--- config.mk ---
export PLATFORM = sky130hd
export DESIGN_NAME = apb_gpio
export DESIGN_NICKNAME = d
export VERILOG_FILES = /design/src/rtl/apb_gpio_pkg.sv /design/src/rtl/apb_gpio_bit.sv /design/src/rtl/apb_gpio.sv
export SDC_FILE = /design/constraint.sdc
export NUM_CORES = 1
export LEC_CHECK = 0
export ABC_AREA = 1
export CORE_UTILIZATION = 57
export DETAILED_ROUTE_END_ITERATION = 12
export PLACE_DENSITY = 0.85
export SYNTH_ARGS = -nofsm -noshare
export SYNTH_HDL_FRONTEND = slang
export SYNTH_SLANG_ARGS = --single-unit
--- constraint.sdc ---
create_clock -name PCLK -period 3.7 [get_ports PCLK]
set_clock_uncertainty 0.05 [all_clocks]
set_input_delay 0.74 -clock PCLK [delete_from_list [all_inputs] [get_ports PCLK]]
set_output_delay 0.74 -clock PCLK [all_outputs]
set_load 0.005 [all_outputs]
--- src/rtl/apb_gpio_pkg.sv ---
// Shared constants, CONFIG field positions and interrupt/IO type encodings for apb_gpio.
// Used by apb_gpio (top) and apb_gpio_bit (per-pin slice).
package apb_gpio_pkg;

    localparam logic [7:0] ADDR_CFG_BASE = 8'h00;
    localparam logic [7:0] ADDR_INTR     = 8'h80;
    localparam logic [7:0] ADDR_IN       = 8'h90;
    localparam logic [7:0] ADDR_OUT      = 8'hA0;

    localparam int CFG_OUT_EN   = 0;
    localparam int CFG_IN_EN    = 1;
    localparam int CFG_OE       = 2;
    localparam int CFG_INT_EN   = 3;
    localparam int CFG_RSVD     = 4;
    localparam int CFG_TYPE_LSB = 5;

    // Bit 4 is reserved and must always read back as 0.
    localparam logic [7:0] CFG_WR_MASK = ~(8'h01 << CFG_RSVD);

    typedef enum logic [2:0] {
        LVL_HI    = 3'd0,
        LVL_LO    = 3'd1,
        EDGE_POS  = 3'd2,
        EDGE_NEG  = 3'd3,
        EDGE_BOTH = 3'd4
    } int_type_e;

    typedef enum logic [1:0] {
        IO_INPUT  = 2'd0,
        IO_OUTPUT = 2'd1,
        IO_BIDIR  = 2'd2
    } io_type_e;

    // Hard-wired CONFIG value for a pin whose configuration is fixed at build time.
    function automatic logic [7:0] fixed_cfg(input logic [1:0] io_type, input logic [2:0] int_type);
        logic [7:0] type_field;
        type_field = {int_type, 5'b00000};
        case (io_type_e'(io_type))
            IO_OUTPUT: fixed_cfg = 8'h05;
            IO_BIDIR:  fixed_cfg = 8'h0F | type_field;
            default:   fixed_cfg = 8'h0A | type_field;
        endcase
    endfunction

endpackage

--- src/rtl/apb_gpio_bit.sv ---
// One GPIO pin slice: CONFIG register (writable or fixed), edge/level detector and
// sticky interrupt flag with write-1-to-clear, where a same-cycle set beats the clear.
module apb_gpio_bit
    import apb_gpio_pkg::*;
#(
    parameter bit         FIXED     = 1'b0,
    parameter logic [7:0] FIXED_VAL = 8'h00
) (
    input  logic       PCLK,
    input  logic       PRESETN,
    input  logic       cfg_we,
    input  logic [7:0] cfg_wdata,
    input  logic       in_bit,
    input  logic       intr_clr,
    output logic [7:0] cfg,
    output logic       intr
);

    logic [7:0] cfg_q;
    logic       prev_q;
    logic       hit;
    int_type_e  itype;

    always_ff @(posedge PCLK or negedge PRESETN) begin
        if (!PRESETN) begin
            cfg_q <= FIXED ? FIXED_VAL : 8'h00;
        end else if (cfg_we && !FIXED) begin
            cfg_q <= cfg_wdata & CFG_WR_MASK;
        end
    end

    assign cfg   = FIXED ? FIXED_VAL : cfg_q;
    assign itype = int_type_e'(cfg[7:CFG_TYPE_LSB]);

    // Types 5..7 select no interrupt source.
    always_comb begin
        hit = 1'b0;
        case (itype)
            LVL_HI:    hit = in_bit;
            LVL_LO:    hit = ~in_bit;
            EDGE_POS:  hit = in_bit & ~prev_q;
            EDGE_NEG:  hit = ~in_bit & prev_q;
            EDGE_BOTH: hit = in_bit ^ prev_q;
            default:   hit = 1'b0;
        endcase
    end

    always_ff @(posedge PCLK or negedge PRESETN) begin
        if (!PRESETN) begin
            prev_q <= 1'b0;
            intr   <= 1'b0;
        end else begin
            prev_q <= in_bit;
            intr   <= (hit & cfg[CFG_INT_EN]) | (intr & ~intr_clr);
        end
    end

endmodule

--- src/rtl/apb_gpio.sv ---
// APB GPIO block: APB decode, byte/halfword lane handling, readback mux and pad-side outputs.
// Optional build macro APB_GPIO_SYNC_EN inserts a 2-flop synchronizer ahead of in_reg.
module apb_gpio
    import apb_gpio_pkg::*;
#(
    parameter int          IO_NUM       = 32,
    parameter int          APB_WIDTH    = 32,
    parameter bit          INT_BUS      = 1'b1,
    parameter logic [31:0] FIXED_CONFIG = 32'h0,
    parameter logic [63:0] IO_TYPE      = 64'h0,
    parameter logic [95:0] IO_INT_TYPE  = 96'h0
) (
    input  logic                 PCLK,
    input  logic                 PRESETN,
    input  logic                 PSEL,
    input  logic                 PENABLE,
    input  logic                 PWRITE,
    input  logic [7:0]           PADDR,
    input  logic [APB_WIDTH-1:0] PWDATA,
    output logic [APB_WIDTH-1:0] PRDATA,
    output logic                 PREADY,
    output logic                 PSLVERR,
    input  logic [IO_NUM-1:0]    GPIO_IN,
    output logic [IO_NUM-1:0]    GPIO_OUT,
    output logic [IO_NUM-1:0]    GPIO_OE,
    output logic [IO_NUM-1:0]    INT,
    output logic                 INT_OR
);

    localparam int          LANE_SH   = $clog2(APB_WIDTH);
    localparam int          NLANES    = 32 / APB_WIDTH;
    localparam logic [31:0] LANE_ONES = 32'((64'd1 << APB_WIDTH) - 64'd1);

    logic [IO_NUM-1:0] in_reg;
    logic [IO_NUM-1:0] out_reg;
    logic [IO_NUM-1:0] intr_vec;
    logic [IO_NUM-1:0] cfg_out_en;
    logic [IO_NUM-1:0] cfg_in_en;
    logic [IO_NUM-1:0] cfg_oe;
    logic [7:0]        cfg_arr [IO_NUM];

    logic        wr_en;
    logic        rd_en;
    logic        aligned;
    logic [4:0]  pin_idx;
    logic [1:0]  lane;
    logic        lane_ok;
    logic [4:0]  shamt;
    logic        cfg_hit;
    logic        intr_hit;
    logic        in_hit;
    logic        out_hit;
    logic [31:0] wdata32;
    logic [31:0] wmask32;
    logic [31:0] wbits32;
    logic [31:0] rsel32;

    assign wr_en   = PSEL & PENABLE & PWRITE;
    assign rd_en   = PSEL & ~PWRITE;
    assign aligned = (PADDR[1:0] == 2'b00);
    assign pin_idx = PADDR[6:2];
    assign lane    = PADDR[3:2];
    assign lane_ok = (int'(lane) < NLANES);
    assign shamt   = 5'(int'(lane) << LANE_SH);

    // Narrow buses see each 32-bit register as NLANES consecutive word addresses.
    assign cfg_hit  = aligned & ~PADDR[7] & (int'(pin_idx) < IO_NUM);
    assign intr_hit = aligned & lane_ok & (PADDR[7:4] == ADDR_INTR[7:4]);
    assign in_hit   = aligned & lane_ok & (PADDR[7:4] == ADDR_IN[7:4]);
    assign out_hit  = aligned & lane_ok & (PADDR[7:4] == ADDR_OUT[7:4]);

    assign wdata32 = 32'(PWDATA);
    assign wmask32 = LANE_ONES << shamt;
    assign wbits32 = (wdata32 << shamt) & wmask32;

`ifdef APB_GPIO_SYNC_EN
    logic [IO_NUM-1:0] sync_p0;
    logic [IO_NUM-1:0] sync_p1;

    always_ff @(posedge PCLK or negedge PRESETN) begin
        if (!PRESETN) begin
            sync_p0 <= '0;
            sync_p1 <= '0;
            in_reg  <= '0;
        end else begin
            sync_p0 <= GPIO_IN;
            sync_p1 <= sync_p0;
            in_reg  <= sync_p1;
        end
    end
`else
    always_ff @(posedge PCLK or negedge PRESETN) begin
        if (!PRESETN) begin
            in_reg <= '0;
        end else begin
            in_reg <= GPIO_IN;
        end
    end
`endif

    always_ff @(posedge PCLK or negedge PRESETN) begin
        if (!PRESETN) begin
            out_reg <= '0;
        end else if (wr_en && out_hit) begin
            out_reg <= (out_reg & ~wmask32[IO_NUM-1:0]) | wbits32[IO_NUM-1:0];
        end
    end

    for (genvar n = 0; n < IO_NUM; n++) begin : g_pin
        apb_gpio_bit #(
            .FIXED     (FIXED_CONFIG[n]),
            .FIXED_VAL (fixed_cfg(IO_TYPE[2*n +: 2], IO_INT_TYPE[3*n +: 3]))
        ) u_bit (
            .PCLK      (PCLK),
            .PRESETN   (PRESETN),
            .cfg_we    (wr_en & cfg_hit & (int'(pin_idx) == n)),
            .cfg_wdata (wdata32[7:0]),
            .in_bit    (in_reg[n]),
            .intr_clr  (wr_en & intr_hit & wbits32[n]),
            .cfg       (cfg_arr[n]),
            .intr      (intr_vec[n])
        );

        assign cfg_out_en[n] = cfg_arr[n][CFG_OUT_EN];
        assign cfg_in_en[n]  = cfg_arr[n][CFG_IN_EN];
        assign cfg_oe[n]     = cfg_arr[n][CFG_OE];
    end

    always_comb begin
        rsel32 = '0;
        if (cfg_hit) begin
            for (int n = 0; n < IO_NUM; n++) begin
                if (int'(pin_idx) == n) begin
                    rsel32 = 32'(cfg_arr[n]);
                end
            end
        end else if (intr_hit) begin
            rsel32 = 32'(intr_vec) >> shamt;
        end else if (in_hit) begin
            rsel32 = 32'(in_reg & cfg_in_en) >> shamt;
        end else if (out_hit) begin
            rsel32 = 32'(out_reg) >> shamt;
        end
    end

    assign PRDATA  = rd_en ? rsel32[APB_WIDTH-1:0] : '0;
    assign PREADY  = 1'b1;
    assign PSLVERR = 1'b0;

    assign GPIO_OUT = out_reg & cfg_out_en;
    assign GPIO_OE  = cfg_oe;
    assign INT_OR   = |intr_vec;

    if (INT_BUS) begin : g_int_bus
        assign INT = intr_vec;
    end else begin : g_int_off
        assign INT = '0;
    end

endmodule

==> impl_summary.md <==
Run status
The flow ran to the end, but the final reports show violations. The final reports fail on setup timing.

Critical path
The most used cell along the critical path is nand2_1. The worst setup path is of the in2out kind. The worst path required time is 2.91 ns.

STA classifies the critical path endpoint as an output pin. The largest individual stage delay along the critical path comes from the cell or2_0. Counting both buffers and inverters, the worst setup path holds a total of 2. The type of origin of the critical path is an input port.

The worst-path maximum fanout is 6. On the worst path, the slowest cell contributes a delay of 0.24 ns. Data on the critical path arrives at its endpoint at 3.40 ns. The cell family contributing the most delay on the critical path is simple AND/OR/NAND/NOR gates.

CTS
The total of hold buffers inserted after clock tree synthesis is 0. The root cell of the clock tree is clkbuf_16. The number of levels in the clock H-tree is 2. The clock sink total is 352. The later pin in the worst-skew pair is clocked with a latency of 0.55 ns.

The clock passes through at most 3 buffers. The CTS tree is yes. After clock tree synthesis, the clock-pin slew on the worst setup and hold paths is 0.06 ns.

In this run, CTS created clock tree buffers numbering 38.

Yosys
The cell count after synthesis came out at 2402. The synthesized netlist contains 33 unique library cells. For this run, the register share of the synthesized area comes to 47.31%.

The net count of the mapped netlist is 2543. The number of warning messages in the yosys log is 0. Averaged over all synthesized cells, the footprint is 7.751 µm².

The number of synthesized register bits is 352. After synthesis the cells add up to 18620 µm².

Worst hold path
In this run the worst hold path is classified as in2async.

Global routing
The routing layer with the top usage in global route is met2. The largest net degree at the start of global routing is 95. The first global-routing pass estimated 97790 µm of wire. The via count of the first global-routing pass came to 18310. The total congestion overflow is 0.

For this run, global-route usage on met2 was measured as 61.73%. The initial antenna violation count is 0. The global router's overall resource usage is 37.91%.

For met1 alone, demand over resource in global routing was 46.04%. Global routing consumed, on the met3 layer, 9.670% of the routing resources.

Floorplan
The floorplan row count is 65. The initial core utilization is 58.40%. The total area inside the core boundary comes to 31880 µm². The die covers 33390 µm².

The height of the die is 182.7 µm. From left edge to right edge, the die measures 182.7 µm. For this design the top-level I/O count stands at 208.

Final layout
In the layout the commonest cells are nand2_1, dfrtp_1, o21ai_0, inv_1, clkdlybuf4s50_1. The final instance area is 23720 µm². Fill cells in the final layout number 2216. From synthesis to final layout, the design area changed by 27.39%. Measured on the finished design, the core utilization comes to 74.40%.

Once layout is complete, the cells apart from fillers number 3142. The number of antenna diodes in the final layout is 0. The share of layout cells above drive strength 1 is 15.00%. The post-layout net count is 2820.

The register with the most flip-flops in the layout has 224 of them. The library cell used most frequently in the layout, excluding fill and tap cells, is nand2_1.

Pwr
The clock share of power is 45.6%. Summed over all cells, the static leakage comes to 11.45 nW. The power per unit of standard cell area is 368.0 nW/µm². The power spent charging and discharging nets is 2.140 mW.

The share of total power dissipated in sequential elements is 46.2%. The cell-internal power is 6.589 mW. Overall power consumption after layout is estimated at 8.729 mW. The worst-case IR drop observed on VDD is 275.6 µV. Combinational logic burns 8.2% of the power. Net switching is 24.52% of the power.

STA
The actual transition at the worst max-transition pin is 0.9987 ns. The highest achievable clock rate is 0.2385 GHz. The count of final hold-check violations is 0.

The worst slew margin relative to its limit is 32.81%. The final worst slack is -0.4927 ns. In the finished design, the share of the clock period the worst path needs comes to 113.3%. The final number of setup-violating endpoints is 8. The tightest hold path in the finished design has a slack of 0.2161 ns.

Setup repair after global routing could not meet its margin everywhere. The number of pins exceeding their max-slew limit in the final report is 0. The worst path in the final design needs a cycle of 4.193 ns, including I/O delays and setup.

Route
Dividing the detail-routed via count by the number of cells gives 5.830. The total via count after detailed routing is 18320. The routed wirelength normalized by instance count is 20.10 µm. The remaining number of nets flagged by the antenna check after routing is 0. The sum of routed wire length over all layers is 63160 µm. The total iterations of the first detailed-routing run is 6. The number of DRC violations after detailed routing is 0.

The first routing iteration left 1824 violations.

Placed design
The count of buffers added on input and output ports is 205. The cell area after placement is 21530 µm². Once detailed placement completed, the half-perimeter wirelength came to 42440 µm.

The final estimated routing congestion in global placement is 0.9726. Counting tap cells, the placed design contains a total of 3027 instances.

Job
Across the run, the number of max-cap violations was 0.
## synth_stat cells
cell / n / share of area [%]
dfrtp_1: 352 / 47
a21boi_1: 1 / 0.040
nand2_1: 706 / 14
a31oi_1: 1 / 0.034
a21oi_1: 43 / 1.2
nand3_2: 1 / 0.054
nand2_2: 1 / 0.034
clkbuf_1: 82 / 1.7
buf_4: 66 / 2.7
nand3_1: 95 / 2.6
nor2_2: 8 / 0.27
nor2_1: 66 / 1.3
or2_0: 4 / 0.13
xnor2_1: 23 / 1.1
nand4_1: 27 / 0.91
nor3_1: 4 / 0.11
o21ai_1: 5 / 0.13
a31o_2: 1 / 0.047
or2_2: 26 / 0.87
inv_1: 342 / 6.9
conb_1: 2 / 0.040
or2_1: 2 / 0.067
nor2_4: 5 / 0.30
nand3b_1: 2 / 0.081
inv_2: 11 / 0.22
o21ai_0: 348 / 9.4
buf_2: 5 / 0.13
nor4_1: 9 / 0.30
clkinv_1: 2 / 0.040
ha_1: 64 / 4.3
o22ai_1: 60 / 2.0
o211ai_1: 24 / 0.97
o311ai_0: 14 / 0.66
## kinds of logic after synthesis
| family | after synthesis | share of synthesized area, % |
|---|---|---|
| adders and majority gates | 64 | 4.301 |
| buffers and inverters | 508 | 11.61 |
| other | 2 | 0.04034 |
| and+or+nand+nor | 956 | 21.25 |
| xor gates and xnor gates | 23 | 1.082 |
| AOI/OAI and AO/OA | 497 | 14.41 |
| DFF | 352 | 47.31 |
## worst paths after layout
kind | end | start | depth (start not counted) | slack (ns)
min in group PCLK | g_pin[8].u_bit.prev_q | in_reg[8] | 0 | 0.38
min reg2reg | g_pin[8].u_bit.prev_q | in_reg[8] | 0 | 0.38
max in group asynchronous | g_pin[30].u_bit.cfg[2] | PRESETN | 2 | 2.54
max reg2reg | g_pin[23].u_bit.intr | in_reg[23] | 8 | 2.16
max | PRDATA[3] | PADDR[4] | 25 | -0.49
min | g_pin[8].u_bit.intr | PRESETN | 1 | 0.22
## power by group through the flow
stage,logic (mW),clock network (mW),registers (mW)
3_5_place_dp,0.649,0,4.09
5_1_grt,0.784,4.15,4.04
3_3_place_gp,0.623,0,4.09
2_1_floorplan,0.293,0,4.06
6_report,0.717,3.98,4.03
4_1_cts,0.691,3.98,4.03
## per-layer routing
metal / part of all wire (%) / routed length, µm / vias to the layer above
li1: - / - / 8158
met1: 36 / 22660 / 8691
met2: 47 / 29530 / 1165
met3: 11 / 7162 / 305
met4: 6.0 / 3805 / 0
met5: 0 / 0 / -
## area by class of cell
type                       count  area, µm²  area share [%]
sequential                   352       8808           37.14
clock inverter                13      192.7          0.8124
tap                          435      544.3           2.295
inverter                     355       1335           5.629
multi-input combinational   1542       8058           33.97
clock buffer                  55       1105           4.658
timing repair buffer         390       3675           15.49
## timing repair
| item | CTS | global route |
|---|---|---|
| setup buffers | 37 | 10 |
| setup endpoints to repair | 32 | 30 |
| resized for setup | 181 | 67 |
| cloned | 3 | 0 |
| hold endpoints to repair | 0 | 0 |
| pin swaps | 76 | 74 |
## per-stage QoR
stage	setup WS (ns)	TNS (ns)
6_report	-0.4927	-2.759
5_1_grt	-0.6357	-3.989
4_1_cts	-0.4398	-2.345
3_5_place_dp	-1.227	-22.44
3_3_place_gp	-1.151	-20.75
2_1_floorplan	0.3888	0
No activity file was read; power rests on OpenSTA's default activity.
